### src/rtl/seg7_bus_decoder_if.sv
// Bundle for the snooped 7-segment display bus and the decoded frame it yields.
// frame_valid is a one-cycle strobe with no ready: the decoder is passive and a frame is lost if not taken.
interface seg7_bus_decoder_if;
  logic [11:0] segs;
  logic [15:0] digits;
  logic [3:0]  dps;
  logic [3:0]  errs;
  logic        frame_valid;
  logic        stale;

  modport master (output segs, input digits, dps, errs, frame_valid, stale);
  modport slave  (input segs, output digits, dps, errs, frame_valid, stale);
endinterface

### src/rtl/seg7_bus_decoder.sv
// Passive receiver for the 4-digit multiplexed 7-segment bus: debounces each digit,
// decodes its glyph, and publishes whole 4-digit frames with a one-cycle strobe.
module seg7_bus_decoder #(
  parameter int STABLE_CYC  = 4,
  parameter int TIMEOUT_CYC = 1000000
) (
  input  logic                 clk,
  input  logic                 rst_n,
  seg7_bus_decoder_if.slave    bus,
  output logic [1:0]           dbgState
);

  localparam logic [1:0] ST_WAIT   = 2'd0;
  localparam logic [1:0] ST_SETTLE = 2'd1;
  localparam logic [1:0] ST_HOLD   = 2'd2;

  localparam logic [7:0]  STABLE_C  = 8'(STABLE_CYC);
  localparam logic [23:0] TIMEOUT_C = 24'(TIMEOUT_CYC);
  localparam bit          ONE_SHOT  = (STABLE_CYC == 1);

  logic [11:0] sQ, sQq;
  logic [1:0]  state, stateNxt;
  logic [7:0]  cnt, cntNxt, cntInc;
  logic [3:0]  seen, seenNxt;
  logic [15:0] shDigits, shDigitsNxt;
  logic [3:0]  shDps, shDpsNxt, shErrs, shErrsNxt;
  logic [23:0] idle, idleInc;
  logic        sampleValid, changed, capture, frameDone;
  logic [1:0]  capIdx;
  logic [4:0]  glyph;

  function automatic logic [4:0] decodeGlyph(input logic [6:0] pat);
    case (pat)
      7'h40:   decodeGlyph = 5'h00;
      7'h79:   decodeGlyph = 5'h01;
      7'h24:   decodeGlyph = 5'h02;
      7'h30:   decodeGlyph = 5'h03;
      7'h19:   decodeGlyph = 5'h04;
      7'h12:   decodeGlyph = 5'h05;
      7'h02:   decodeGlyph = 5'h06;
      7'h78:   decodeGlyph = 5'h07;
      7'h00:   decodeGlyph = 5'h08;
      7'h10:   decodeGlyph = 5'h09;
      7'h7F:   decodeGlyph = 5'h0E;
      default: decodeGlyph = 5'h1F;
    endcase
  endfunction

  // Exactly one active-low enable makes a usable sample.
  always_comb begin
    sampleValid = 1'b1;
    capIdx      = 2'd0;
    case (sQ[11:8])
      4'b1110: capIdx = 2'd0;
      4'b1101: capIdx = 2'd1;
      4'b1011: capIdx = 2'd2;
      4'b0111: capIdx = 2'd3;
      default: sampleValid = 1'b0;
    endcase
  end

  assign glyph   = decodeGlyph(sQ[6:0]);
  assign changed = (sQ != sQq);
  assign cntInc  = cnt + 8'd1;
  assign idleInc = (idle == 24'hFF_FFFF) ? idle : idle + 24'd1;

  always_comb begin
    stateNxt = state;
    cntNxt   = cnt;
    capture  = 1'b0;
    case (state)
      ST_WAIT: begin
        if (sampleValid) begin
          cntNxt   = 8'd1;
          capture  = ONE_SHOT;
          stateNxt = ONE_SHOT ? ST_HOLD : ST_SETTLE;
        end
      end
      ST_SETTLE, ST_HOLD: begin
        if (changed) begin
          if (sampleValid) begin
            cntNxt   = 8'd1;
            capture  = ONE_SHOT;
            stateNxt = ONE_SHOT ? ST_HOLD : ST_SETTLE;
          end else begin
            stateNxt = ST_WAIT;
          end
        end else if (state == ST_SETTLE) begin
          // HOLD ignores a static bus so one display period yields one capture.
          cntNxt = cntInc;
          if (cntInc == STABLE_C) begin
            capture  = 1'b1;
            stateNxt = ST_HOLD;
          end
        end
      end
      default: stateNxt = ST_WAIT;
    endcase
  end

  always_comb begin
    shDigitsNxt = shDigits;
    shDpsNxt    = shDps;
    shErrsNxt   = shErrs;
    seenNxt     = seen;
    if (capture) begin
      shDigitsNxt[{capIdx, 2'b00} +: 4] = glyph[3:0];
      shDpsNxt[capIdx]                  = ~sQ[7];
      shErrsNxt[capIdx]                 = glyph[4];
      seenNxt[capIdx]                   = 1'b1;
    end
  end

  assign frameDone = capture && (seenNxt == 4'hF);

  always_ff @(posedge clk) begin
    if (!rst_n) begin
      sQ              <= 12'hFFF;
      sQq             <= 12'hFFF;
      state           <= ST_WAIT;
      cnt             <= 8'd0;
      seen            <= 4'd0;
      shDigits        <= 16'd0;
      shDps           <= 4'd0;
      shErrs          <= 4'd0;
      idle            <= 24'd0;
      bus.digits      <= 16'd0;
      bus.dps         <= 4'd0;
      bus.errs        <= 4'd0;
      bus.frame_valid <= 1'b0;
      bus.stale       <= 1'b0;
    end else begin
      sQ              <= bus.segs;
      sQq             <= sQ;
      state           <= stateNxt;
      cnt             <= cntNxt;
      shDigits        <= shDigitsNxt;
      shDps           <= shDpsNxt;
      shErrs          <= shErrsNxt;
      bus.frame_valid <= frameDone;
      // Publishing from the next-state shadow lets the completing capture land in this frame.
      if (frameDone) begin
        seen       <= 4'd0;
        bus.digits <= shDigitsNxt;
        bus.dps    <= shDpsNxt;
        bus.errs   <= shErrsNxt;
      end else begin
        seen <= seenNxt;
      end
      if (capture) begin
        idle      <= 24'd0;
        bus.stale <= 1'b0;
      end else begin
        idle      <= idleInc;
        bus.stale <= (idleInc >= TIMEOUT_C);
      end
    end
  end

  assign dbgState = state;

endmodule

### src/flat_wrapper.sv
// flat-port wrapper written by rule: the top's interface ports become plain ports
module seg7_bus_decoder_flat 
#(
  parameter int STABLE_CYC  = 4,
  parameter int TIMEOUT_CYC = 1000000
)
  (clk, rst_n, dbgState, bus_segs, bus_digits, bus_dps, bus_errs, bus_frame_valid, bus_stale);
  seg7_bus_decoder_if bus_i ();
  input  logic clk;
  input  logic rst_n;
  output logic [1:0] dbgState;
  input wire logic [$bits(bus_i.segs)-1:0] bus_segs;
  output wire logic [$bits(bus_i.digits)-1:0] bus_digits;
  output wire logic [$bits(bus_i.dps)-1:0] bus_dps;
  output wire logic [$bits(bus_i.errs)-1:0] bus_errs;
  output wire logic [$bits(bus_i.frame_valid)-1:0] bus_frame_valid;
  output wire logic [$bits(bus_i.stale)-1:0] bus_stale;
  assign bus_i.segs = bus_segs;
  assign bus_digits = bus_i.digits;
  assign bus_dps = bus_i.dps;
  assign bus_errs = bus_i.errs;
  assign bus_frame_valid = bus_i.frame_valid;
  assign bus_stale = bus_i.stale;
  seg7_bus_decoder #(.STABLE_CYC(STABLE_CYC), .TIMEOUT_CYC(TIMEOUT_CYC)) u_core (.clk(clk), .rst_n(rst_n), .bus(bus_i), .dbgState(dbgState));
endmodule
### config.mk
export PLATFORM = sky130hd
export DESIGN_NAME = seg7_bus_decoder_flat
export DESIGN_NICKNAME = d
export VERILOG_FILES = /design/src/rtl/seg7_bus_decoder_if.sv /design/src/rtl/seg7_bus_decoder.sv /design/src/flat_wrapper.sv
export SDC_FILE = /design/constraint.sdc
export NUM_CORES = 1
export LEC_CHECK = 0
export ABC_AREA = 1
export BUFFER_PORTS_ARGS = -buffer_cell sky130_fd_sc_hd__buf_4
export CORE_MARGIN = 1
export CORE_UTILIZATION = 42
export DETAILED_ROUTE_END_ITERATION = 10
export GPL_ROUTABILITY_DRIVEN = 0
export GPL_TIMING_DRIVEN = 0
export SYNTH_ARGS = -nofsm -noshare
export SYNTH_HDL_FRONTEND = slang
export SYNTH_SLANG_ARGS = --single-unit
### constraint.sdc
create_clock -name clk -period 4 [get_ports clk]
set_input_delay 0.2 -clock clk [delete_from_list [all_inputs] [get_ports clk]]
set_output_delay 0.2 -clock clk [all_outputs]
set_load 0.02 [all_outputs]
==> PnR_summary.wiki <==
{| class="wikitable"
! Metric !! Value
|-
| Area Growth Syn to Fin || 15.6%
|-
| Synth top area cells || dfxtp_1 41%, nand2_1 16%, nand3_1 8.6%, nor2_1 5.5%, inv_1 5.0%
|-
| Area share of the leading cell type in the synthesized netlist || 41.3%
|-
| CTS root buf || clkbuf_16
|-
| GRT Residual Overflow || 0
|-
| Gr busiest metal || met2
|-
| Critical Path Start Type || register
|-
| Number of flops mapped to enable cells by yosys || 0
|-
| Worst Slack Setup Final || 1.33 ns
|-
| Async S/R FF share, synth || 0%
|-
| Final clock skew || 0.00943 ns
|-
| Number of I/O pins || 42
|-
| Layout Cells excl Fill || 1012
|-
| Number of gates given a new drive strength after cts || 0
|-
| TritonCTS clock tree || done
|-
| Average footprint of a synthesized cell || 6.94 sq um
|-
| Summed instance area of the synthesized netlist || 5430 sq um
|-
| Area leader, netlist || dfxtp_1
|-
| Largest net degree at the start of global routing || 20
|-
| Sinks on Clock Net || 112
|-
| Summed area of non-filler cells in the final layout || 6280 sq um
|-
| GR met3 Demand/Resource || 3.92%
|-
| Diodes inserted || 0
|-
| Longest Clk Path Bufs || 2
|-
| Unrepaired setup endpoints after global routing || no
|-
| Post-detailed-route wirelength per cell || 12.3 um
|-
| Critical Path AT || 2.98 ns
|-
| Min-delay worst type || primary input to register
|-
| Number of vias after detailed routing || 4926
|-
| Measured slew at the worst slew-check pin || 0.869 ns
|-
| Hold buffer count at CTS || 0
|-
| Max frequency || 374 MHz
|-
| Met2 routing resource usage after global routing || 36.6%
|-
| Detailed placement HPWL || 9350 um
|-
| Lkg Pwr || 2.82 nW
|-
| Run status || finished clean
|-
| Distinct cells, synth || 31
|-
| Wire length of the first global-routing pass || 20700 um
|-
| Clock-pin slew on the worst setup and hold paths || 0.08 ns
|-
| Fraction of final layout cells with drive strength greater than 1 || 13.1%
|-
| Peak ir drop on the vdd network || 0.000167 V
|-
| Die boundary width || 116 um
|-
| Antenna violations before repair || 0
|-
| Number of max-slew violations in the final report || 0
|-
| # H-tree levels || 3
|-
| Area of the placeable core || 12600 sq um
|-
| Drt first pass iters || 4
|-
| Initial cell density of the core || 43.1%
|-
| Post-CTS setup buffer count || 0
|-
| Post-synthesis register bit count || 112
|-
| Worst-case headroom to the max-slew limit || 41.6%
|-
| Total negative setup slack || 0 ns
|-
| Critical path class || register to register
|-
| Routed WL || 12400 um
|-
| Fin. Hold Viols || 0
|-
| Iteration-0 DRC count of the detailed router || 129
|-
| Placed insts || 996
|-
| GR Util met1 || 23.4%
|-
| Cells after synthesis || 783
|-
| Nature of the critical path endpoint || register
|-
| Post-synthesis net count || 811
|-
| Register-to-Register Setup Slack || 1.33 ns
|-
| Pwr dens || 373 nW/um^2
|-
| Register area share after synthesis || 41.3%
|-
| All-Layer GR Usage || 20.0%
|-
| Leading cell types by count after synthesis || 225 x nand2_1, 112 x dfxtp_1, 93 x nand3_1
|-
| Overall die area || 13400 sq um
|-
| Post-layout net count || 863
|-
| Total CTS buffers || 9
|-
| Most common cell in the synthesized netlist || nand2_1
|-
| Yosys warns || 0
|-
| Number of nets with antenna violations after routing || 0
|-
| Die Y-Extent || 116 um
|-
| Number of port buffers || 41
|-
| Fraction of the cycle the final worst path needs || 66.8%
|-
| Number of max-cap violations || 0
|-
| Biggest fanout along the worst timing path || 7
|-
| Via count of the first global-routing pass || 4554
|-
| Setup Viol. Count Final || 0
|-
| Required time of the critical path || 4.31 ns
|-
| Layout filler cell count || 1313
|-
| Final worst path period need || 2.67 ns
|-
| Placed Area || 5960 sq um
|-
| # DRC || 0
|-
| Post-Place Setup Slack || 1.36 ns
|-
| Clock latency on the worst-skew pair || 0.36 ns
|-
| Most used flip-flop cell after synthesis || dfxtp_1
|-
| Standard-cell row count || 41
|-
| Utilization of the core after routing || 49.8%
|-
| Vias per cell || 4.87
|}
[placed cells by master (no fill, tap or decap), types with 6 or more instances in the layout]
master / instances
a21oi_1: 34
a31oi_1: 6
buf_4: 41
clkbuf_1: 9
clkbuf_16: 9
dfxtp_1: 112
ha_1: 14
inv_1: 73
inv_2: 7
nand2_1: 225
nand3_1: 93
nand4_1: 14
nor2_1: 80
nor3_1: 18
o21ai_0: 17
or2_2: 19
xnor2_1: 9
xor2_1: 8
[worst max-delay path: stages, from the launching register on]
cell and delay (ns):
dfxtp_1 0.39, nand2_1 0.11, nor3_1 0.61, inv_1 0.24
ha_1 0.44, nor3_1 0.39, nand3_1 0.18, nand2_1 0.11
nand3_1 0.09, nand2_1 0.07
[cell type report]
class | count | area [sq um] | share of cell area (%)
timing repair buffer | 41 | 308 | 4.90
clock buffer | 9 | 225 | 3.58
multi-input combinational | 571 | 2800 | 44.5
clock inverter | 7 | 101 | 1.61
buffer | 19 | 92.6 | 1.47
inverter | 81 | 304 | 4.84
sequential | 112 | 2240 | 35.7
tap | 172 | 215 | 3.42
[through the flow]
| step | power (mW) | hold slack (ns) |
|---|---|---|
| global route | 2.45 | 0.0180 |
| floorplan | 1.33 | 0.307 |
| CTS | 2.37 | 0.0171 |
| detailed placement | 1.39 | 0.391 |
| global placement | 1.38 | 0.388 |
| finish | 2.35 | 0.0254 |
[power breakdown]
| group | total, mW | switching [mW] | internal [mW] |
|---|---|---|---|
| registers | 1.16 | 0.0228 | 1.13 |
| logic | 0.204 | 0.133 | 0.0710 |
| clock network | 0.985 | 0.428 | 0.557 |
[path summary, 6_finish.rpt]
check,start,end,cells after the start
worst max-delay path,u_core.sQ[8],u_core.bus.digits[0],9
worst min register to register,u_core.bus.digits[8],u_core.bus.digits[8],2
worst min-delay path,bus_segs[4],u_core.sQ[4],2
worst max register to register,u_core.sQ[8],u_core.bus.digits[0],9
[flip-flops by register name (all words and copies together), names as in the netlist, 8 cells and up]
name               count
u_core.bus.digits     16
u_core.cnt             8
u_core.idle           24
u_core.sQ             12
u_core.sQq            12
u_core.shDigits       16
[kinds of logic (layout without fill, tap and decap cells)]
| group | after synthesis | count (layout) | share of synthesized area (%) |
|---|---|---|---|
| fa+ha+maj | 14 | 14 | 3.22 |
| simple gates | 476 | 476 | 39.1 |
| xor+xnor | 17 | 17 | 2.74 |
| flops | 112 | 112 | 41.3 |
| compound gates | 64 | 64 | 6.40 |
| buf+inv | 100 | 157 | 7.30 |
[metal layers]
| metal | wire, um | vias to the layer above |
|---|---|---|
| li1 | - | 2609 |
| met1 | 5730 | 2256 |
| met2 | 6170 | 51 |
| met3 | 340 | 10 |
| met4 | 160 | 0 |
| met5 | 0 | - |
Note: power is estimated with default switching activity, not from simulation.
